## src/rtl/alu_pkg.sv

```systemverilog
// alu_pkg: state encodings and adder geometry shared by the sequential ALU units
package alu_pkg;

    typedef enum logic [1:0] {
        ST_IDLE = 2'd0,
        ST_RUN  = 2'd1,
        ST_DONE = 2'd2
    } state_t;

    localparam int ADDER_BLK = 4;

endpackage

```

## src/rtl/seq_shift_add_mult_cbya.sv

```systemverilog
// CBYA: combinational carry-skip adder; ripple inside each block, and a block whose bits
// all propagate passes its carry-in straight to the next block
module CBYA
    import alu_pkg::*;
#(
    parameter int WIDTH = 32
) (
    input  logic [WIDTH-1:0] A,
    input  logic [WIDTH-1:0] B,
    input  logic             CIN,
    output logic [WIDTH-1:0] SUM,
    output logic             COUT,
    output logic             OVF
);

    localparam int NB = WIDTH / ADDER_BLK;

    always_comb begin
        logic c;
        logic rc;
        logic p;
        SUM = '0;
        c   = CIN;
        rc  = CIN;
        p   = 1'b1;
        for (int k = 0; k < NB; k++) begin
            rc = c;
            p  = 1'b1;
            for (int j = 0; j < ADDER_BLK; j++) begin
                SUM[k*ADDER_BLK+j] = A[k*ADDER_BLK+j] ^ B[k*ADDER_BLK+j] ^ rc;
                rc = (A[k*ADDER_BLK+j] & B[k*ADDER_BLK+j]) | (rc & (A[k*ADDER_BLK+j] ^ B[k*ADDER_BLK+j]));
                p  = p & (A[k*ADDER_BLK+j] ^ B[k*ADDER_BLK+j]);
            end
            c = p ? c : rc;
        end
        COUT = c;
        OVF  = (A[WIDTH-1] == B[WIDTH-1]) & (SUM[WIDTH-1] != A[WIDTH-1]);
    end

endmodule

```

## src/rtl/seq_shift_add_mult.sv

```systemverilog
// seq_shift_add_mult: unsigned shift-and-add multiplier, one CBYA add per cycle over WIDTH
// iterations, valid/ready handshakes on operand and result sides
module seq_shift_add_mult
    import alu_pkg::*;
#(
    parameter int WIDTH = 32
) (
    input  logic                 CLK,
    input  logic                 RST,
    input  logic                 IN_VALID,
    output logic                 IN_READY,
    input  logic [WIDTH-1:0]     A,
    input  logic [WIDTH-1:0]     B,
    output logic                 OUT_VALID,
    input  logic                 OUT_READY,
    output logic [2*WIDTH-1:0]   PRODUCT,
    output logic                 OVF
);

    localparam int CW = $clog2(WIDTH);

    if (WIDTH % ADDER_BLK != 0 || WIDTH < ADDER_BLK) begin : g_bad_width
        $error("seq_shift_add_mult: WIDTH must be a multiple of 4 and >= 4");
    end

    state_t           state_q, state_d;
    logic [WIDTH-1:0] hi_q, hi_d, lo_q, lo_d, mcand_q, mcand_d, sum;
    logic [CW-1:0]    cnt_q, cnt_d;
    logic             cout, unused_add_ovf;

    CBYA #(.WIDTH(WIDTH)) u_add (
        .A   (hi_q),
        .B   (lo_q[0] ? mcand_q : '0),
        .CIN (1'b0),
        .SUM (sum),
        .COUT(cout),
        .OVF (unused_add_ovf)
    );

    always_comb begin
        state_d = state_q;
        hi_d    = hi_q;
        lo_d    = lo_q;
        mcand_d = mcand_q;
        cnt_d   = cnt_q;
        case (state_q)
            ST_IDLE: if (IN_VALID) begin
                mcand_d = A;
                hi_d    = '0;
                lo_d    = B;
                cnt_d   = '0;
                state_d = ST_RUN;
            end
            ST_RUN: begin
                {hi_d, lo_d} = {cout, sum, lo_q[WIDTH-1:1]};
                cnt_d        = cnt_q + 1'b1;
                state_d      = (cnt_q == CW'(WIDTH - 1)) ? ST_DONE : ST_RUN;
            end
            ST_DONE: state_d = OUT_READY ? ST_IDLE : ST_DONE;
            default: state_d = ST_IDLE;
        endcase
    end

    always_ff @(posedge CLK) begin
        if (RST) begin
            state_q <= ST_IDLE;
            hi_q    <= '0;
            lo_q    <= '0;
            mcand_q <= '0;
            cnt_q   <= '0;
        end else begin
            state_q <= state_d;
            hi_q    <= hi_d;
            lo_q    <= lo_d;
            mcand_q <= mcand_d;
            cnt_q   <= cnt_d;
        end
    end

    assign IN_READY  = (state_q == ST_IDLE) & ~RST;
    assign OUT_VALID = (state_q == ST_DONE);
    assign PRODUCT   = {hi_q, lo_q};
    assign OVF       = |hi_q;

endmodule
```

## config.mk

```make
export PLATFORM = sky130hd
export DESIGN_NAME = seq_shift_add_mult
export DESIGN_NICKNAME = d
export VERILOG_FILES = /design/src/rtl/alu_pkg.sv /design/src/rtl/seq_shift_add_mult_cbya.sv /design/src/rtl/seq_shift_add_mult.sv
export SDC_FILE = /design/constraint.sdc
export NUM_CORES = 1
export LEC_CHECK = 0
export CORE_ASPECT_RATIO = 1.75
export CORE_MARGIN = 4
export CORE_UTILIZATION = 34
export DETAILED_ROUTE_END_ITERATION = 8
export GPL_ROUTABILITY_DRIVEN = 0
export SETUP_SLACK_MARGIN = 0.15
export SKIP_LAST_GASP = 1
export SLEW_MARGIN = 10
export SYNTH_ARGS = -nofsm -noshare
export SYNTH_HDL_FRONTEND = slang
export SYNTH_HIERARCHICAL = 1
export SYNTH_SLANG_ARGS = --single-unit
```

## constraint.sdc

```tcl
create_clock -name CLK -period 19.1 [get_ports CLK]
set_input_delay 2.865 -clock CLK [delete_from_list [all_inputs] [get_ports CLK]]
set_output_delay 2.865 -clock CLK [all_outputs]
set_load 0.03 [all_outputs]
```

==> flow_summary.ini <==
[timing]
final-setup-viol-count = 0
worst_pin_slew_ns = 1.02
period_share_pct = 79.7
fin_crit_ns = 15.23
slew_viol_final = 0
final_hold_viol_count = 0
fmax_ghz = 0.0657
skew_ns = 0.00816
tns_ns = 0
rsz0062_at_grt = false
slew_headroom_pct = 32.0

[global_route]
grtUsageTotal_pct = 17.1
grt_pass1_wl_microns = 25600
grt_pass1_vias = 5062
overflow = 0
antenna_found_initial = 0
grt_start_max_net_pins = 68

[worst_setup_path]
worstPathArrival_ns = 15.50
required_ns = 19.37
worst-path-buf-inv = 7
cp-start-kind = register
path_max_fanout = 34
slowest_stage = dfxtp_1
cp-end-kind = register
critical_path.max_stage_delay_ns = 0.65
cp_num_cells = 55
r2r_cells = 55
critPathTopFamily = adder cells
crit_type = reg2reg
cp_common_cell = fa_1

[pwr]
max-vdd-ir-drop_mv = 0.0363
p_leak_uw = 0.00297
combPwrFrac_pct = 18.9
switching_share_pct = 29.0
power_density_nw_per_um2 = 70.2
sequentialPowerShare_pct = 47.0
internal-power_uw = 359
clkPwrFrac_pct = 34.1
switchingPower_uw = 147

[floorplan]
die_y_microns = 177
fp.dieW_microns = 105
core-area_sq_um = 16000
die_area_sq_um = 18500
ios = 135
start_util_pct = 34.7
row_count = 61

[cells_and_area]
area_delta_synth_final_pct = 29.9
fin_area_sq_um = 7200
final_layout_size_suffix_gt1_share_pct = 4.29
finalNetCount = 899
nFillCells = 1569
n_antenna_cell = 0

[route]
post_drt_wl_per_cell_microns = 16.0
vias_per_cell = 5.11
dr_total_vias = 4898
firstDrtPassIters = 4
wirelength_microns = 15300
ant_nets = 0
first_iter_violations = 110
drc = 0

[cts]
cts_hold_buf = 0
cts_tree = yes
clk_pin_slew_ns = 0.07
clockRootBuffer = clkbuf_16
clock-sinks = 103
clk_path_buf_depth = 2
htreeDepth = 3
postCtsSetupBuffers = 0
numCtsBuffers = 9
insertion_delay_ns = 0.35
cts_resized = 0

[worst_hold_path]
holdPathStages = 2
hp-class = reg2reg

[flow_run]
maxCapViolCount = 0

[synthesis]
yosysWarnings = 6
mappedNetlistArea_sq_um = 5540
avgSynthCellArea_sq_um = 8.36
synth_cells = 663

[run_status]
status = finished, final reports clean

[placed_design]
hpwl_microns = 11200
detailed_place.area_sq_um = 6930
port_buffers = 134
[cell type report]
class                      instances  area, sq um  share of cell area (%)
multi-input combinational        492         3170                    44.1
clock buffer                      10          239                    3.32
sequential                       103         2060                    28.6
timing repair buffer             140         1380                    19.2
tap                              189          236                    3.28
inverter                          19         71.3                   0.991
clock inverter                     5         35.0                   0.487
[routing by layer]
| metal | track usage [%] | vias up | part of all wire (%) |
|---|---|---|---|
| li1 | - | 2408 | - |
| met1 | 19.2 | 2343 | 40 |
| met2 | 32.0 | 132 | 53 |
| met3 | 3.03 | 15 | 4.8 |
| met4 | 6.21 | 0 | 1.9 |
| met5 | 0 | - | 0 |
[placed cells by master, fill, tap and decap left out, drive strengths merged]
cell type,count
a31oi,2
clkinvlp,1
or3,1
o21bai,2
or3b,1
clkinv,4
fa,32
and4,3
buf,7
dfxtp,103
and3,1
nand3b,1
nor4,40
mux2i,2
nor3b,1
nand3,37
o31ai,1
or2,1
inv,19
nand2,103
and2,32
a21oi,70
o21ai,4
a22oi,1
ha,34
conb,2
mux2,1
nor3,35
nand4,7
clkbuf,10
o21a,1
nand2b,1
clkdlybuf4s50,133
nor2,73
nor2b,3
[power groups by stage]
stage	clock, uW	combinational [uW]	sequential, uW
2_1_floorplan	0	44.9	254
3_3_place_gp	0	96.1	242
3_5_place_dp	0	96.9	243
4_1_cts	178	97.3	238
5_1_grt	187	105	240
6_report	172	95.7	238
[path summary, 6_finish.rpt]
kind	start	to	slack, ns
setup / recovery	lo_q[0]	hi_q[30]	3.87
hold / removal	mcand_q[21]	mcand_q[21]	0.45
hold reg to reg	mcand_q[21]	mcand_q[21]	0.45
setup reg to reg	lo_q[0]	hi_q[30]	3.87
[sequential cells by signal, indices dropped and copies added, names as in the netlist]
name and flops:
lo_q 32, mcand_q 32, state_q 2, cnt_q 5, hi_q 32
[through the flow]
| step | util, % | worst slack (ns) | total power, uW | std cells | hold WS, ns |
|---|---|---|---|---|---|
| after floorplan | - | 5.21 | 299 | 664 | 0.432 |
| after global placement | 43.4 | 4.36 | 339 | 943 | 0.441 |
| after detailed placement | 43.4 | 3.95 | 340 | 943 | 0.443 |
| after CTS | 45.1 | 3.90 | 514 | 958 | 0.453 |
| after global routing | 45.1 | 3.21 | 532 | 958 | 0.467 |
| final | 45.1 | 3.87 | 506 | 958 | 0.449 |
[worst min-delay path, stage by stage (launching register included)]
cell and delay [ns]:
dfxtp_1 0.31, nand2_1 0.05, a21oi_1 0.05
No activity file was read; power rests on OpenSTA's default activity.
==> edit 1, RTL diff (config.mk and constraints unchanged) <==
`lo_q` no longer has a reset.
--- a/src/rtl/seq_shift_add_mult.sv
+++ b/src/rtl/seq_shift_add_mult.sv
@@ -67,3 +67,2 @@
             hi_q    <= '0;
-            lo_q    <= '0;
             mcand_q <= '0;
@@ -73,3 +72,2 @@
             hi_q    <= hi_d;
-            lo_q    <= lo_d;
             mcand_q <= mcand_d;
@@ -77,2 +75,6 @@
         end
+    end
+
+    always_ff @(posedge CLK) begin
+        lo_q <= lo_d;
     end
Behaviour: not the same (a bounded check fails within 4 cycles, from zero or initial values and one cycle with RST high).
==> edit 1 against the original RTL <==
Largest cell class unchanged. Design area is 1.4% higher. Critical endpoint unchanged. Wire length is 4.8% lower. Total power is 6.0% higher. Worst setup slack better by 310 ps. Non-clock buffer count stayed put. Combinational power is 6% higher. Sequential cell count stayed put. Clock power is 8% higher. Clock skew is 1.6 ps lower. Synthesized area is 0.23% higher. Sequential power is 5% higher. Sequential share of layout area is 4.0 points higher.
==> edit 1: results (changes against the original RTL) <==
SETUP_SLACK_PS=4187  # +314.4 ps
CLOCK_TREE.ROOT_CELL='sky130_fd_sc_hd__clkbuf_16'
ANTENNA-DIODE-COUNT=0  # unchanged
SYN_INST=618  # -6.8%
LAYOUT_TOP_REGISTERS='hi_q x32, lo_q x32, mcand_q x32'
HTREE_NUM_LEVELS=3  # unchanged
CLK_PIN_SLEW_PS=70  # about the same
CP_SLOWEST_CELL='sky130_fd_sc_hd__fa_1'
STATIC-LEAKAGE-POWER_nW=3.102  # +4.5%
VIA_COUNT_OF_THE_FIRST_GLOBAL_ROUTING_PASS=4880  # -3.6%
MAX_STAGE_DELAY_PS=430  # -220 ps
FILLER_CELL_COUNT=1565  # -0.25%
DRT_FIRST_PASS_ITERS=4  # unchanged
DPL_CELL_AREA_SQ_UM=7004  # +1.1%
FINALCLOCKSKEW_PS=6.518  # -1.638 ps
NUMPORTBUFFERS=134  # unchanged
COUNT_OF_PLACED_STANDARD_CELLS_IN_THE_FINAL_LAYOUT_FILLERS_LEFT_OUT=926  # -3.3%
CP.ARRIVAL_PS=15180  # -320 ps
DP_WORST_SETUP_SLACK_PS=4268  # +319.8 ps
WORST_SLEW_PIN_SLEW_PS=782.7  # -236.3 ps
TRITONCTS.NUM_BUFFERS=9  # unchanged
WORSTPATHMAXFANOUT=32  # -5.9%
WORST_VOLTAGE_DROP_ACROSS_THE_VDD_GRID_uV=39.84  # +9.7%
RUN_STATUS='finished clean'
MAXIMUM_NUMBER_OF_PINS_ON_ONE_NET_BEFORE_GLOBAL_ROUTE_REPAIR=73  # +7.4%
GRT_FIRST_PASS_WIRELENGTH_MM=24.49  # -4.5%
GLOBAL_ROUTE_USAGE_SUM_PCT=16.35  # -0.74 points
YOSYS_WARNINGS=6  # unchanged
FP.COREAREA_SQ_UM=15950  # unchanged
PLACE_INST=910  # -3.5%
FIN_NETS=866  # -3.7%
ROUTED-VIA-COUNT=4588  # -6.3%
WORSTSKEWPAIRLATENCY_PS=340
FINAL_LAYOUT_SIZE_SUFFIX_GT1_SHARE_PCT=4.613  # +0.32 points
PLACE_HPWL_MM=10.61  # -5.6%
POSTCTSSETUPBUFFERS=0  # unchanged
DRT-INITIAL-DRC-COUNT=189  # +72%
DETAIL_ROUTE.WIRELENGTH_MM=14.60  # -4.8%
[edit 1: path summary, 6_finish.rpt]
path	slack [ps]	startpoint	depth (start not counted)	to
max reg2reg	4190	lo_q[0]	55	hi_q[30]
min	450	mcand_q[20]	2	mcand_q[20]
min reg2reg	450	mcand_q[20]	2	mcand_q[20]
max	4190	lo_q[0]	55	hi_q[30]
[edit 1: final cells by class]
cell class | count | area [sq um] | area share [%]
Clock buffer | 10 | 229.0 | 3.136
Tap cell | 189 | 236.5 | 3.239
Sequential cell | 103 | 2382 | 32.63
Clock inverter | 6 | 68.82 | 0.9424
Inverter | 20 | 75.07 | 1.028
Multi-Input combinational cell | 458 | 2929 | 40.11
Timing Repair Buffer | 140 | 1381 | 18.92
[edit 1: power breakdown]
| part | internal [mW] | total (mW) | switching [mW] |
|---|---|---|---|
| Combinational | 0.0419 | 0.101 | 0.0595 |
| Clock | 0.103 | 0.185 | 0.0820 |
| Sequential | 0.241 | 0.250 | 0.00841 |
[edit 1: stage by stage]
stage          total power, mW  utilization [%]  hold WS, ps
2_1_floorplan           0.3121                -        431.7
3_3_place_gp            0.3563            43.91        441.8
3_5_place_dp            0.3580            43.91        442.2
4_1_cts                 0.5441            45.78        451.7
5_1_grt                 0.5603            45.78        473.7
6_report                0.5359            45.78        448.9
[edit 1: worst max-delay path: cells and delay by family, from the launching register on]
family | cells | cell delay, ps
fa+ha+maj | 31 | 11740
simple gates | 9 | 1070
buf+inv | 8 | 760
compound gates | 6 | 620
flops | 1 | 380
mux | 1 | 260
[edit 1: layer usage]
metal  global-route usage, %  vias up  wire (microns)
met1                   17.59     2187            5727
met5                       0        -               0
met4                   5.419        0             162
met3                   3.322       10             785
met2                   31.53      147            7923
li1                        -     2244               -
==> edit 2, RTL diff (config.mk and constraints unchanged) <==
Without the edit above. `ADDER_BLK`: 4 -> 2.
--- a/src/rtl/alu_pkg.sv
+++ b/src/rtl/alu_pkg.sv
@@ -9,3 +9,3 @@
 
-    localparam int ADDER_BLK = 4;
+    localparam int ADDER_BLK = 2;
 
Behaviour: unchanged (Yosys induction, for registers that start in step).
==> edit 2 against the original RTL <==
Sequential cell count is the same. Worst setup slack lost 2400 ps. Total power grew 2.2%. Design area grew 3.2%. Synthesized area grew 3.3%. Sequential share of layout area shrank 0.90 points. Clock power grew 6%. Wire length shrank 0.42%. Die area grew 3.1%. Critical endpoint unchanged. Highest routed layer unchanged.
==> edit 2: results (changes against the original RTL) <==
PLACE_INST=1007  # +6.8%
MULTI_INPUT_GATE_AREA_SQ_UM=3356  # +5.8%
MAXIMUM_NUMBER_OF_PINS_ON_ONE_NET_BEFORE_GLOBAL_ROUTE_REPAIR=105  # +54%
WORST_SLEW_MARGIN_REL_PCT=20.84  # -11 points
GLOBAL_ROUTE_USAGE_SUM_PCT=16.16  # -0.93 points
FINAL_LAYOUT_SIZE_SUFFIX_GT1_SHARE_PCT=4.261  # -0.031 points
MAX_STAGE_DELAY_PS=420  # -230 ps
GROUTE.LAYER.MET1.USAGE_PCT=16.88  # -2.3 points
RUN_STATUS='finished clean'
FILLER_CELL_COUNT=1717  # +9.4%
GRT.MET3_USAGE_PCT=2.872  # -0.16 points
TIMING.HOLD.WS_PS=448.9  # -0.02700 ps
ROUTED-VIA-COUNT=5043  # +3.0%
WL_PER_CELL_MICRONS=14.94  # -6.7%
AVGSYNTHCELLAREA_SQ_UM=8.264  # -1.2%
WORST_VOLTAGE_DROP_ACROSS_THE_VDD_GRID_uV=35.70  # -1.7%
ROUTE.MET2.WL_MM=8.604  # +5.1%
PLACE_HPWL_MM=10.94  # -2.7%
R2R_CELL_COUNT=71  # +29%
RRSETUPSLACK_PS=1440  # -2430 ps
SWITCHING_SHARE_PCT=28.57  # -0.41 points
GRT_FIRST_PASS_WIRELENGTH_MM=25.07  # -2.2%
VIA_COUNT_OF_THE_FIRST_GLOBAL_ROUTING_PASS=5088  # +0.51%
POWER.DENSITY_CELL_AREA_nW_PER_UM2=69.53  # -1.0%
DRT-INITIAL-DRC-COUNT=175  # +59%
[edit 2: cell count changes in the layout (fill, tap and decap cells not counted), moves of 2 or more]
cell,change
sky130_fd_sc_hd__a21boi_0,+3
sky130_fd_sc_hd__a21oi_1,+5
sky130_fd_sc_hd__a41oi_1,+2
sky130_fd_sc_hd__and4_1,-2
sky130_fd_sc_hd__clkinv_4,-2
sky130_fd_sc_hd__nand2_1,+17
sky130_fd_sc_hd__o21ai_0,+2
sky130_fd_sc_hd__o21ai_1,-2
[edit 2: cell type report]
cell class	count	area share, %
multi-input cells	522	45.15
flip-flops and latches	103	27.74
repair buffers	139	18.52
well taps	224	3.771
clock buffers	9	3.030
inverters	19	0.9596
clock inverters	6	0.8249
[edit 2: worst max-delay path: cells and delay by family (launching register included)]
kind                     cells  cell delay, ps
buffers and inverters        7             630
multiplexers                 3             710
AO/OA/AOI/OAI               19            3160
AND/OR/NAND/NOR             10            1070
adder cells (fa/ha/maj)     32           11690
flip-flops                   1             300
